<file path="src/rtl/qcw_ramp_sequencer.sv">
// qcw_ramp_sequencer
// Burst sequencer placed directly upstream of qcw_driver. It accepts burst
// requests, issues the one-cycle start pulse and ramps phase_shift linearly
// from a start value to an end value, one step per completed bridge cycle.
// It also supplies cycle_limit, enforces an idle hold-off between bursts and
// halts the driver on over-temperature, driver fault or loss of cycle feedback.
//
// Ports (clk_240MHz domain unless noted):
//   clk                   system clock
//   reset                 asynchronous, active-high
//   enable                gates acceptance of new bursts
//   trigger               burst request, level-sampled in IDLE
//   over_temp             asynchronous over-temperature comparator (synchronized here)
//   fault_clear           clears the latched fault
//   phase_start/_end/_step  ramp configuration (PHASE_W)
//   cycle_count           bridge cycles per burst (CYCLE_W)
//   holdoff               idle clk cycles forced after each burst (HOLD_W)
//   driver_ready          driver can take a new burst
//   driver_cycle_finished one-clk pulse per completed bridge cycle
//   driver_fault          driver fault indication
//   driver_start          one-clk start pulse to the driver
//   driver_halt           halt request to the driver
//   phase_shift           phase value to the driver (PHASE_W)
//   cycle_limit           latched cycle count to the driver (CYCLE_W)
//   busy                  high in every state except IDLE
//   fault_latched         sticky fault flag
module qcw_ramp_sequencer #(
    parameter int PHASE_W = 10,
    parameter int CYCLE_W = 10,
    parameter int HOLD_W  = 24,
    parameter int TIMEOUT = 4800
) (
    input  logic               clk,
    input  logic               reset,
    input  logic               enable,
    input  logic               trigger,
    input  logic               over_temp,
    input  logic               fault_clear,
    input  logic [PHASE_W-1:0] phase_start,
    input  logic [PHASE_W-1:0] phase_end,
    input  logic [PHASE_W-1:0] phase_step,
    input  logic [CYCLE_W-1:0] cycle_count,
    input  logic [HOLD_W-1:0]  holdoff,
    input  logic               driver_ready,
    input  logic               driver_cycle_finished,
    input  logic               driver_fault,
    output logic               driver_start,
    output logic               driver_halt,
    output logic [PHASE_W-1:0] phase_shift,
    output logic [CYCLE_W-1:0] cycle_limit,
    output logic               busy,
    output logic               fault_latched
);

    localparam int TMO_W = $clog2(TIMEOUT + 1);
    localparam logic [TMO_W-1:0]   TMO_LIMIT = TMO_W'(TIMEOUT);
    localparam logic [TMO_W-1:0]   TMO_ONE   = {{(TMO_W-1){1'b0}}, 1'b1};
    localparam logic [CYCLE_W-1:0] CYC_ONE   = {{(CYCLE_W-1){1'b0}}, 1'b1};
    localparam logic [HOLD_W-1:0]  HOLD_ONE  = {{(HOLD_W-1){1'b0}}, 1'b1};

    typedef enum logic [1:0] {
        ST_IDLE    = 2'd0,
        ST_RAMP    = 2'd1,
        ST_HOLDOFF = 2'd2,
        ST_FAULT   = 2'd3
    } state_t;

    state_t               state_r;
    logic                 ot_meta_r;
    logic                 ot_sync_r;
    logic [PHASE_W-1:0]   start_r;
    logic [PHASE_W-1:0]   end_r;
    logic [PHASE_W-1:0]   step_r;
    logic                 up_r;
    logic [CYCLE_W-1:0]   cycle_cnt_r;
    logic [TMO_W-1:0]     tmo_cnt_r;
    logic [HOLD_W-1:0]    hold_cnt_r;

    // One ramp step toward target, computed one bit wider so it can neither
    // wrap nor overshoot; a zero step leaves the phase unchanged.
    function automatic logic [PHASE_W-1:0] phase_step_f(
        input logic [PHASE_W-1:0] cur,
        input logic [PHASE_W-1:0] step,
        input logic [PHASE_W-1:0] target,
        input logic               up
    );
        logic [PHASE_W:0]   wide_v;
        logic [PHASE_W-1:0] res_v;
        if (up) begin
            wide_v = {1'b0, cur} + {1'b0, step};
            if (wide_v >= {1'b0, target}) res_v = target;
            else                          res_v = wide_v[PHASE_W-1:0];
        end else begin
            // Top bit set means the subtraction went below zero.
            wide_v = {1'b0, cur} - {1'b0, step};
            if (wide_v[PHASE_W] || (wide_v <= {1'b0, target})) res_v = target;
            else                                                res_v = wide_v[PHASE_W-1:0];
        end
        return res_v;
    endfunction

    logic               fault_req_s;
    logic               fault_entry_s;
    logic               accept_s;
    logic [CYCLE_W-1:0] cycle_cnt_inc_s;
    logic [PHASE_W-1:0] phase_next_s;

    assign fault_req_s     = driver_fault | ot_sync_r;
    // Timeout only counts against RAMP; the other sources apply everywhere.
    assign fault_entry_s   = (state_r != ST_FAULT) &&
                             (fault_req_s || ((state_r == ST_RAMP) && (tmo_cnt_r == TMO_LIMIT)));
    assign accept_s        = trigger & enable & driver_ready & ~ot_sync_r &
                             (cycle_count != {CYCLE_W{1'b0}});
    assign cycle_cnt_inc_s = cycle_cnt_r + CYC_ONE;
    assign phase_next_s    = phase_step_f(phase_shift, step_r, end_r, up_r);

    // Over-temp synchronizer, burst state machine and all registered outputs.
    always_ff @(posedge clk or posedge reset) begin
        if (reset) begin
            state_r       <= ST_IDLE;
            ot_meta_r     <= 1'b0;
            ot_sync_r     <= 1'b0;
            start_r       <= {PHASE_W{1'b0}};
            end_r         <= {PHASE_W{1'b0}};
            step_r        <= {PHASE_W{1'b0}};
            up_r          <= 1'b0;
            cycle_cnt_r   <= {CYCLE_W{1'b0}};
            tmo_cnt_r     <= {TMO_W{1'b0}};
            hold_cnt_r    <= {HOLD_W{1'b0}};
            driver_start  <= 1'b0;
            driver_halt   <= 1'b1;
            phase_shift   <= {PHASE_W{1'b0}};
            cycle_limit   <= {CYCLE_W{1'b0}};
            busy          <= 1'b0;
            fault_latched <= 1'b0;
        end else begin
            ot_meta_r    <= over_temp;
            ot_sync_r    <= ot_meta_r;
            driver_start <= 1'b0;
            if (fault_entry_s) begin
                state_r       <= ST_FAULT;
                fault_latched <= 1'b1;
                driver_halt   <= 1'b1;
                busy          <= 1'b1;
                phase_shift   <= start_r;
            end else begin
                case (state_r)
                    ST_IDLE: begin
                        driver_halt <= 1'b0;
                        phase_shift <= phase_start;
                        if (accept_s) begin
                            start_r      <= phase_start;
                            end_r        <= phase_end;
                            step_r       <= phase_step;
                            up_r         <= (phase_end >= phase_start);
                            cycle_limit  <= cycle_count;
                            cycle_cnt_r  <= {CYCLE_W{1'b0}};
                            tmo_cnt_r    <= {TMO_W{1'b0}};
                            driver_start <= 1'b1;
                            busy         <= 1'b1;
                            state_r      <= ST_RAMP;
                        end else begin
                            busy <= 1'b0;
                        end
                    end
                    ST_RAMP: begin
                        if (driver_cycle_finished) begin
                            // The final cycle still steps the phase, then ends the burst.
                            cycle_cnt_r <= cycle_cnt_inc_s;
                            tmo_cnt_r   <= {TMO_W{1'b0}};
                            phase_shift <= phase_next_s;
                            if (cycle_cnt_inc_s == cycle_limit) begin
                                hold_cnt_r <= holdoff;
                                state_r    <= ST_HOLDOFF;
                            end else begin
                                state_r <= ST_RAMP;
                            end
                        end else begin
                            tmo_cnt_r <= tmo_cnt_r + TMO_ONE;
                        end
                    end
                    ST_HOLDOFF: begin
                        if (hold_cnt_r == {HOLD_W{1'b0}}) begin
                            state_r <= ST_IDLE;
                            busy    <= 1'b0;
                        end else begin
                            hold_cnt_r <= hold_cnt_r - HOLD_ONE;
                        end
                    end
                    ST_FAULT: begin
                        driver_halt <= 1'b1;
                        phase_shift <= start_r;
                        if (fault_clear && !fault_req_s) begin
                            state_r       <= ST_IDLE;
                            fault_latched <= 1'b0;
                            driver_halt   <= 1'b0;
                            busy          <= 1'b0;
                        end else begin
                            state_r <= ST_FAULT;
                        end
                    end
                    default: begin
                        state_r       <= ST_FAULT;
                        fault_latched <= 1'b1;
                        driver_halt   <= 1'b1;
                        busy          <= 1'b1;
                    end
                endcase
            end
        end
    end

endmodule
</file>
<file path="config.mk">
export PLATFORM = sky130hd
export DESIGN_NAME = qcw_ramp_sequencer
export DESIGN_NICKNAME = d
export VERILOG_FILES = /design/src/rtl/qcw_ramp_sequencer.sv
export SDC_FILE = /design/constraint.sdc
export NUM_CORES = 1
export LEC_CHECK = 0
export CAP_MARGIN = 20
export CORE_MARGIN = 4
export CORE_UTILIZATION = 54
export DETAILED_ROUTE_END_ITERATION = 16
export GPL_TIMING_DRIVEN = 0
export MAX_ROUTING_LAYER = met4
export PLACE_DENSITY = 0.78
export SLEW_MARGIN = 30
export SYNTH_ARGS = -nofsm -noshare
export SYNTH_HDL_FRONTEND = slang
export SYNTH_SLANG_ARGS = --single-unit
export TNS_END_PERCENT = 30
</file>
<file path="constraint.sdc">
create_clock -name clk -period 5.7 [get_ports clk]
set_input_delay 0.855 -clock clk [delete_from_list [all_inputs] [get_ports clk]]
set_output_delay 0.855 -clock clk [all_outputs]
set_load 0.02 [all_outputs]
</file>
======== Word level (Yosys, flattened, before mapping) ========
Index checks and enable logic that the tools add are counted.
W data, S select, Z words.
word-level totals
  register bits after elaboration ......... 106
  bits of input ports ..................... 73
  output and inout bits ................... 24
operators by class
  add/subtract/negate cells ............... 5
  order comparisons ....................... 3
  equality and inequality tests ........... 14
  muxes and demuxes ....................... 35
  bitwise logic cells ..................... 7
  reduce and logical (&&, ||, !) cells .... 24
operators by type and width
  kind                     number
  $mux W24                 3
  $mux W10                 7
  $pmux W24 S2             1
  $pmux W10 S3             1
  $mux W13                 2
  $pmux W13 S2             1
  $logic_not A24 Y1        1
  $sub A24 B1 Y24 const B  1
  $pmux W10 S2             1
  $add A13 B1 Y13 const B  1
  $eq A13 B13 Y1 const B   1
  $mux W2                  6
  $ne A3 B3 Y1 const B     4
  $reduce_and A3 Y1        4
  $add A10 B10 Y11         1
  $ge A11 B10 Y1           1
  $le A11 B10 Y1           1
  $sub A10 B10 Y11         1
  $add A10 B1 Y10 const B  1
  $eq A10 B10 Y1           1
  $ge A10 B10 Y1           1
  $mux W1                  10
  $reduce_bool A10 Y1      1
  $ne A2 B2 Y1 const B     4
  19 further kinds         32

======== Longest topological paths before layout ========
  depth after elaboration ................. 8
  mapped depth ............................ 19
  mapped depth without buffers ............ 18

======== Least setup slack after synthesis ========
No wires, ideal clock.
  path type ............................... register to register
  start ................................... register phase_shift[2]
  end ..................................... register phase_shift[2]
  library setup time ...................... 0.126 ns
  arrival time ............................ 3.943 ns
  path slack .............................. 1.631 ns
  stages on the path, launching flop included .. 16
  buffers on the path ..................... 1
  cell sequence ........................... dfrtp_1 > ha_1 > buf_2 > or3_1 > o211ai_1 > a221oi_1 > o31ai_1 > xnor2_1 > ha_1 > and4_1 > a211oi_1 > o211ai_1 > nor4b_2 > mux2i_1 > a21oi_1 > a221o_1
on the way
  word-level cells in the longest chain between the ends .. 8
  elaborated cells on any way between the ends .. 11
  classes of those cells .................. add/sub (2); order compare (2); mux (6); reduce/logical (1)
RTL lines
  element                   line  text
  start: declaration        49    output logic [PHASE_W-1:0] phase_shift,
  start signal: assignment  132   phase_shift <= {PHASE_W{1'b0}};
  start signal: assignment  145   phase_shift <= start_r;
  start signal: assignment  150   phase_shift <= phase_start;
  $sub A10 B10 Y11          95    wide_v = {1'b0, cur} - {1'b0, step};
  $le A11 B10 Y1            96    if (wide_v[PHASE_W] || (wide_v <= {1'b0, target})) res_v = target;
  $logic_or A1 B1 Y1        96
  $mux W10                  96
  $mux W10 (*)              89    if (up) begin
  $mux W10 (*)              167   if (driver_cycle_finished) begin
  $pmux W10 S3 (*)          147   case (state_r)
  $mux W10 (*)              140   if (fault_entry_s) begin
Mark *: on every way between the ends. The rest lies on a longest branch, timed or not. The select of a mux whose other input is x is not followed.
A chain may end at the register's enable or synchronous reset.

======== Worst setup path after layout ========
  start ................................... register phase_shift[5]
  end ..................................... register phase_shift[0]
The elaborated chain is that of the path after synthesis.

==> results.rst <==
.. list-table::
   :header-rows: 1

   * - Metric
     - Value
   * - Critical Setup Path Class
     - flop to flop
   * - FF-to-FF Start
     - phase_shift[5]
   * - Class of the tightest hold or removal check
     - flop to flop
   * - Count of standard-cell rows
     - 43
   * - Post-synthesis area per instance
     - 8.59 µm²
   * - Fraction of synthesized cell area in xor and xnor cells
     - 3.54%
   * - Cell at the root of the clock tree
     - sky130_fd_sc_hd__clkbuf_16
   * - Flip-flop and latch count after synthesis
     - 106
   * - Crit path time final
     - 4.75 ns
   * - Initial core utilization
     - 55.3%
   * - Maximum clock frequency
     - 210 MHz
   * - Number of distinct library cell variants in the gate-level netlist after synthesis
     - 88
   * - Width of the die
     - 127 µm
   * - Clock-pin transition on the worst setup and hold timing paths
     - 0.07 ns
   * - Setup violation total in the final timing report
     - 0
   * - Wire per inst
     - 17.8 µm
   * - Longest Clk Path Bufs
     - 2
   * - Remaining global-route overflow
     - 0
   * - Worst-case clock skew
     - 0.00459 ns
   * - Antenna violations before repair
     - 0
   * - Syn Nets
     - 1027
   * - Core area
     - 0.0139 mm²
   * - Most used cells in the layout excluding fill and tap cells
     - sky130_fd_sc_hd__nand2_1 (111), sky130_fd_sc_hd__dfrtp_1 (105), sky130_fd_sc_hd__clkdlybuf4s50_1 (95)
   * - Sequential cell area fraction in the yosys report
     - 34.6%
   * - Pins over their slew limit
     - 0
   * - Share of synthesized flip-flops with an asynchronous set or reset
     - 100%
   * - Pwr dens
     - 522 mW/mm²
   * - DRC violation count after routing
     - 0
   * - Quantity of hold-fixing buffers added after cts
     - 0
   * - TritonCTS buffer count
     - 9
   * - First-pass GRT wire length
     - 34100 µm
   * - Synthesis-to-finish area growth
     - 19.7%
   * - CTS tree
     - built
   * - Largest net degree at the start of global routing
     - 63
   * - Post-synth design cell area
     - 0.00768 mm²
   * - R2r worst-path depth
     - 16
   * - Status
     - finished clean
   * - Count of instances resized after the clock tree is built
     - 0
   * - Kind of start point of the critical path
     - flop
   * - Total I/O pin count
     - 97
   * - Count of synthesis-stage warnings from yosys
     - 0
   * - Post-synth EDFFs
     - 0
   * - Final TNS setup
     - 0 ns
   * - Adder-cell area share of the yosys netlist
     - 9.97%
   * - Minimum setup slack in the final design
     - 0.949 ns
   * - Worst-skew pair later-pin latency
     - 0.36 ns
   * - Most frequent standard cell in the layout excluding fill and tap cells
     - sky130_fd_sc_hd__nand2_1
   * - Launch point of the worst hold path
     - ot_meta_r
   * - Remaining max-slew budget at the tightest pin
     - 51.0%
   * - Number of nets in the finished design
     - 1134
   * - Fraction of layout instances using a drive strength above 1
     - 5.86%
   * - Required arrival time at the worst endpoint
     - 5.91 ns
   * - Post-placement worst setup slack
     - 1.06 ns
   * - Worst Tran Pin Value
     - 0.723 ns
   * - RSZ-0062 raised after global routing
     - false
   * - Final antenna-violating net count
     - 0
   * - Number of instances on the worst hold path
     - 0
   * - Detailed-route vias per instance
     - 6.03
   * - FF-to-FF End
     - phase_shift[0]
   * - Setup repair bufs after CTS
     - 0
   * - Aggregate global-route resource usage
     - 26.8%
   * - Worst-path maximum fanout
     - 9
   * - Count of TritonRoute iterations in the first routing pass
     - 6
   * - Placed wire-length estimate after detailed placement
     - 15800 µm
   * - Level count of the clock H-tree
     - 3
   * - Leakage power of the design
     - 4.04 nW
   * - # clock sinks
     - 106
   * - Setup slack of the most critical reg-to-reg path
     - 0.95 ns
   * - Port Buf Inserts
     - 95
   * - Area of the die
     - 0.0162 mm²
   * - Number of hold violations in the final report
     - 0
   * - Via count
     - 7151
   * - Final weighted congestion in routability-driven placement
     - 0.892
   * - WHS Endpoint
     - ot_sync_r
   * - Die height
     - 127 µm
   * - CP endpoint kind
     - flop
   * - Antenna diodes
     - 0
   * - Post-synthesis simple-gate area fraction
     - 21.9%
   * - Multiplexer fraction of the synthesized cell area
     - 1.22%
   * - Peak supply drop
     - 0.000232 V
   * - Leading register cell type out of synthesis
     - sky130_fd_sc_hd__dfrtp_1
   * - Vias in the first global route
     - 6675
   * - Final clock period utilization by the worst path
     - 83.3%
   * - Signal arrival time at the worst endpoint
     - 4.96 ns
   * - Initial drt markers
     - 683
   * - Complex-gate fraction of the synthesized area
     - 23.0%
   * - Syn Inst Count
     - 894
   * - Main combinational cell family by area after synthesis
     - compound AO/OA/AOI/OAI gates
   * - Number of max-cap violations
     - 0
   * - Sum of routed wire length over all layers
     - 21100 µm
==> final cells by class <==
type,count,area [µm²]
plain buffers,44,213
inverters,62,238
fillers,1191,4690
clock inverters,6,66.3
repair buffers,96,978
multi-input cells,682,4580
well taps,180,225
clock buffers,10,239
flip-flops and latches,106,2650
==> worst max-delay path: stages (launching register included) <==
cell and delay (ns):
sky130_fd_sc_hd__dfrtp_1 0.45, sky130_fd_sc_hd__ha_1 0.30, sky130_fd_sc_hd__clkbuf_1 0.33, sky130_fd_sc_hd__o21ai_0 0.15, sky130_fd_sc_hd__a21oi_1 0.17, sky130_fd_sc_hd__o41a_1 0.22, sky130_fd_sc_hd__nor2_1 0.08, sky130_fd_sc_hd__o311ai_0 0.53
sky130_fd_sc_hd__ha_1 0.23, sky130_fd_sc_hd__nand3_1 0.16, sky130_fd_sc_hd__a21oi_1 0.16, sky130_fd_sc_hd__o21ai_0 0.09, sky130_fd_sc_hd__a21oi_1 0.47, sky130_fd_sc_hd__nand3b_1 0.39, sky130_fd_sc_hd__and4_1 0.34, sky130_fd_sc_hd__o41ai_1 0.41
sky130_fd_sc_hd__a32oi_1 0.12
==> logic make-up after synthesis <==
| family | count (synthesis) |
|---|---|
| and+or+nand+nor | 322 |
| AOI/OAI and AO/OA | 260 |
| buffers and inverters | 106 |
| DFF | 106 |
| adders and majority gates | 60 |
| xor gates and xnor gates | 31 |
| muxes | 9 |
==> how the worst max path moves through the flow <==
stage | start | to | slack [ns] | cells after the start
2_1_floorplan | phase_shift[2] | phase_shift[2] | 1.63 | 15
3_3_place_gp | reset | step_r[1] | 0.31 | 2
3_5_place_dp | phase_shift[2] | phase_shift[1] | 1.06 | 15
4_1_cts | phase_shift[2] | phase_shift[1] | 1.05 | 15
5_1_grt | phase_shift[2] | phase_shift[1] | 0.62 | 15
6_report | phase_shift[5] | phase_shift[0] | 0.95 | 16
==> Yosys cell counts (4+ instances only) <==
cell | number | area share [%]
sky130_fd_sc_hd__dfrtp_1 | 105 | 34
sky130_fd_sc_hd__a21oi_1 | 50 | 3.3
sky130_fd_sc_hd__nor2_1 | 67 | 3.3
sky130_fd_sc_hd__o311ai_0 | 4 | 0.46
sky130_fd_sc_hd__inv_1 | 62 | 3.0
sky130_fd_sc_hd__nand3_1 | 19 | 1.2
sky130_fd_sc_hd__a221o_1 | 4 | 0.52
sky130_fd_sc_hd__nor3_1 | 24 | 1.6
sky130_fd_sc_hd__and3_1 | 7 | 0.57
sky130_fd_sc_hd__o22a_1 | 14 | 1.6
sky130_fd_sc_hd__clkbuf_1 | 31 | 1.5
sky130_fd_sc_hd__a22o_1 | 12 | 1.4
sky130_fd_sc_hd__o21a_1 | 4 | 0.39
sky130_fd_sc_hd__o31ai_1 | 8 | 0.78
sky130_fd_sc_hd__o21ai_0 | 78 | 5.1
sky130_fd_sc_hd__a31oi_1 | 12 | 0.98
sky130_fd_sc_hd__nand4_1 | 8 | 0.65
sky130_fd_sc_hd__a211oi_1 | 6 | 0.59
sky130_fd_sc_hd__a21o_1 | 12 | 1.2
sky130_fd_sc_hd__ha_1 | 58 | 9.5
sky130_fd_sc_hd__mux2i_1 | 6 | 0.78
sky130_fd_sc_hd__nand2_1 | 111 | 5.4
sky130_fd_sc_hd__buf_6 | 5 | 0.73
sky130_fd_sc_hd__or4_1 | 8 | 0.78
sky130_fd_sc_hd__nand2b_1 | 12 | 0.98
sky130_fd_sc_hd__nor2b_1 | 9 | 0.73
sky130_fd_sc_hd__xor2_1 | 12 | 1.4
sky130_fd_sc_hd__o211ai_1 | 6 | 0.59
sky130_fd_sc_hd__or2_2 | 4 | 0.33
sky130_fd_sc_hd__xnor2_1 | 19 | 2.2
sky130_fd_sc_hd__a2111oi_0 | 5 | 0.57
sky130_fd_sc_hd__buf_2 | 5 | 0.33
sky130_fd_sc_hd__nor4_1 | 7 | 0.57
sky130_fd_sc_hd__or3_1 | 9 | 0.73
==> sequential cells by signal, indices dropped and copies added (netlist names), 2 cells and up <==
signal	cells
start_r	10
end_r	10
state_r	2
tmo_cnt_r	13
cycle_cnt_r	10
phase_shift	10
step_r	10
cycle_limit	10
hold_cnt_r	24
==> per-layer routing <==
layer	global-route usage, %	wire length [µm]
met4	4.48	265
met2	40.6	9340
met5	-	0
met1	37.7	9890
met3	6.23	1610
==> through the flow <==
stage | instance area (µm²) | hold slack, ns | cells | total power, mW | util, %
6_report | 9190 | 0.353 | 1186 | 4.80 | 66.2
2_1_floorplan | 7680 | 0.331 | 894 | 3.28 | -
4_1_cts | 9190 | 0.357 | 1186 | 4.76 | 66.2
5_1_grt | 9190 | 0.369 | 1186 | 5.17 | 66.2
3_5_place_dp | 8890 | 0.340 | 1170 | 4.09 | 64.0
3_3_place_gp | 8850 | 0.336 | 1169 | 4.01 | 63.8
==> power breakdown <==
part	internal (mW)	switching [mW]	total, mW	leakage (nW)
registers	1.02	0.283	1.30	1.30
clock network	0.353	0.299	0.652	0.141
logic	1.17	1.68	2.85	2.60
total	2.54	2.26	4.80	4.04
Note: power is estimated with default switching activity, not from simulation.
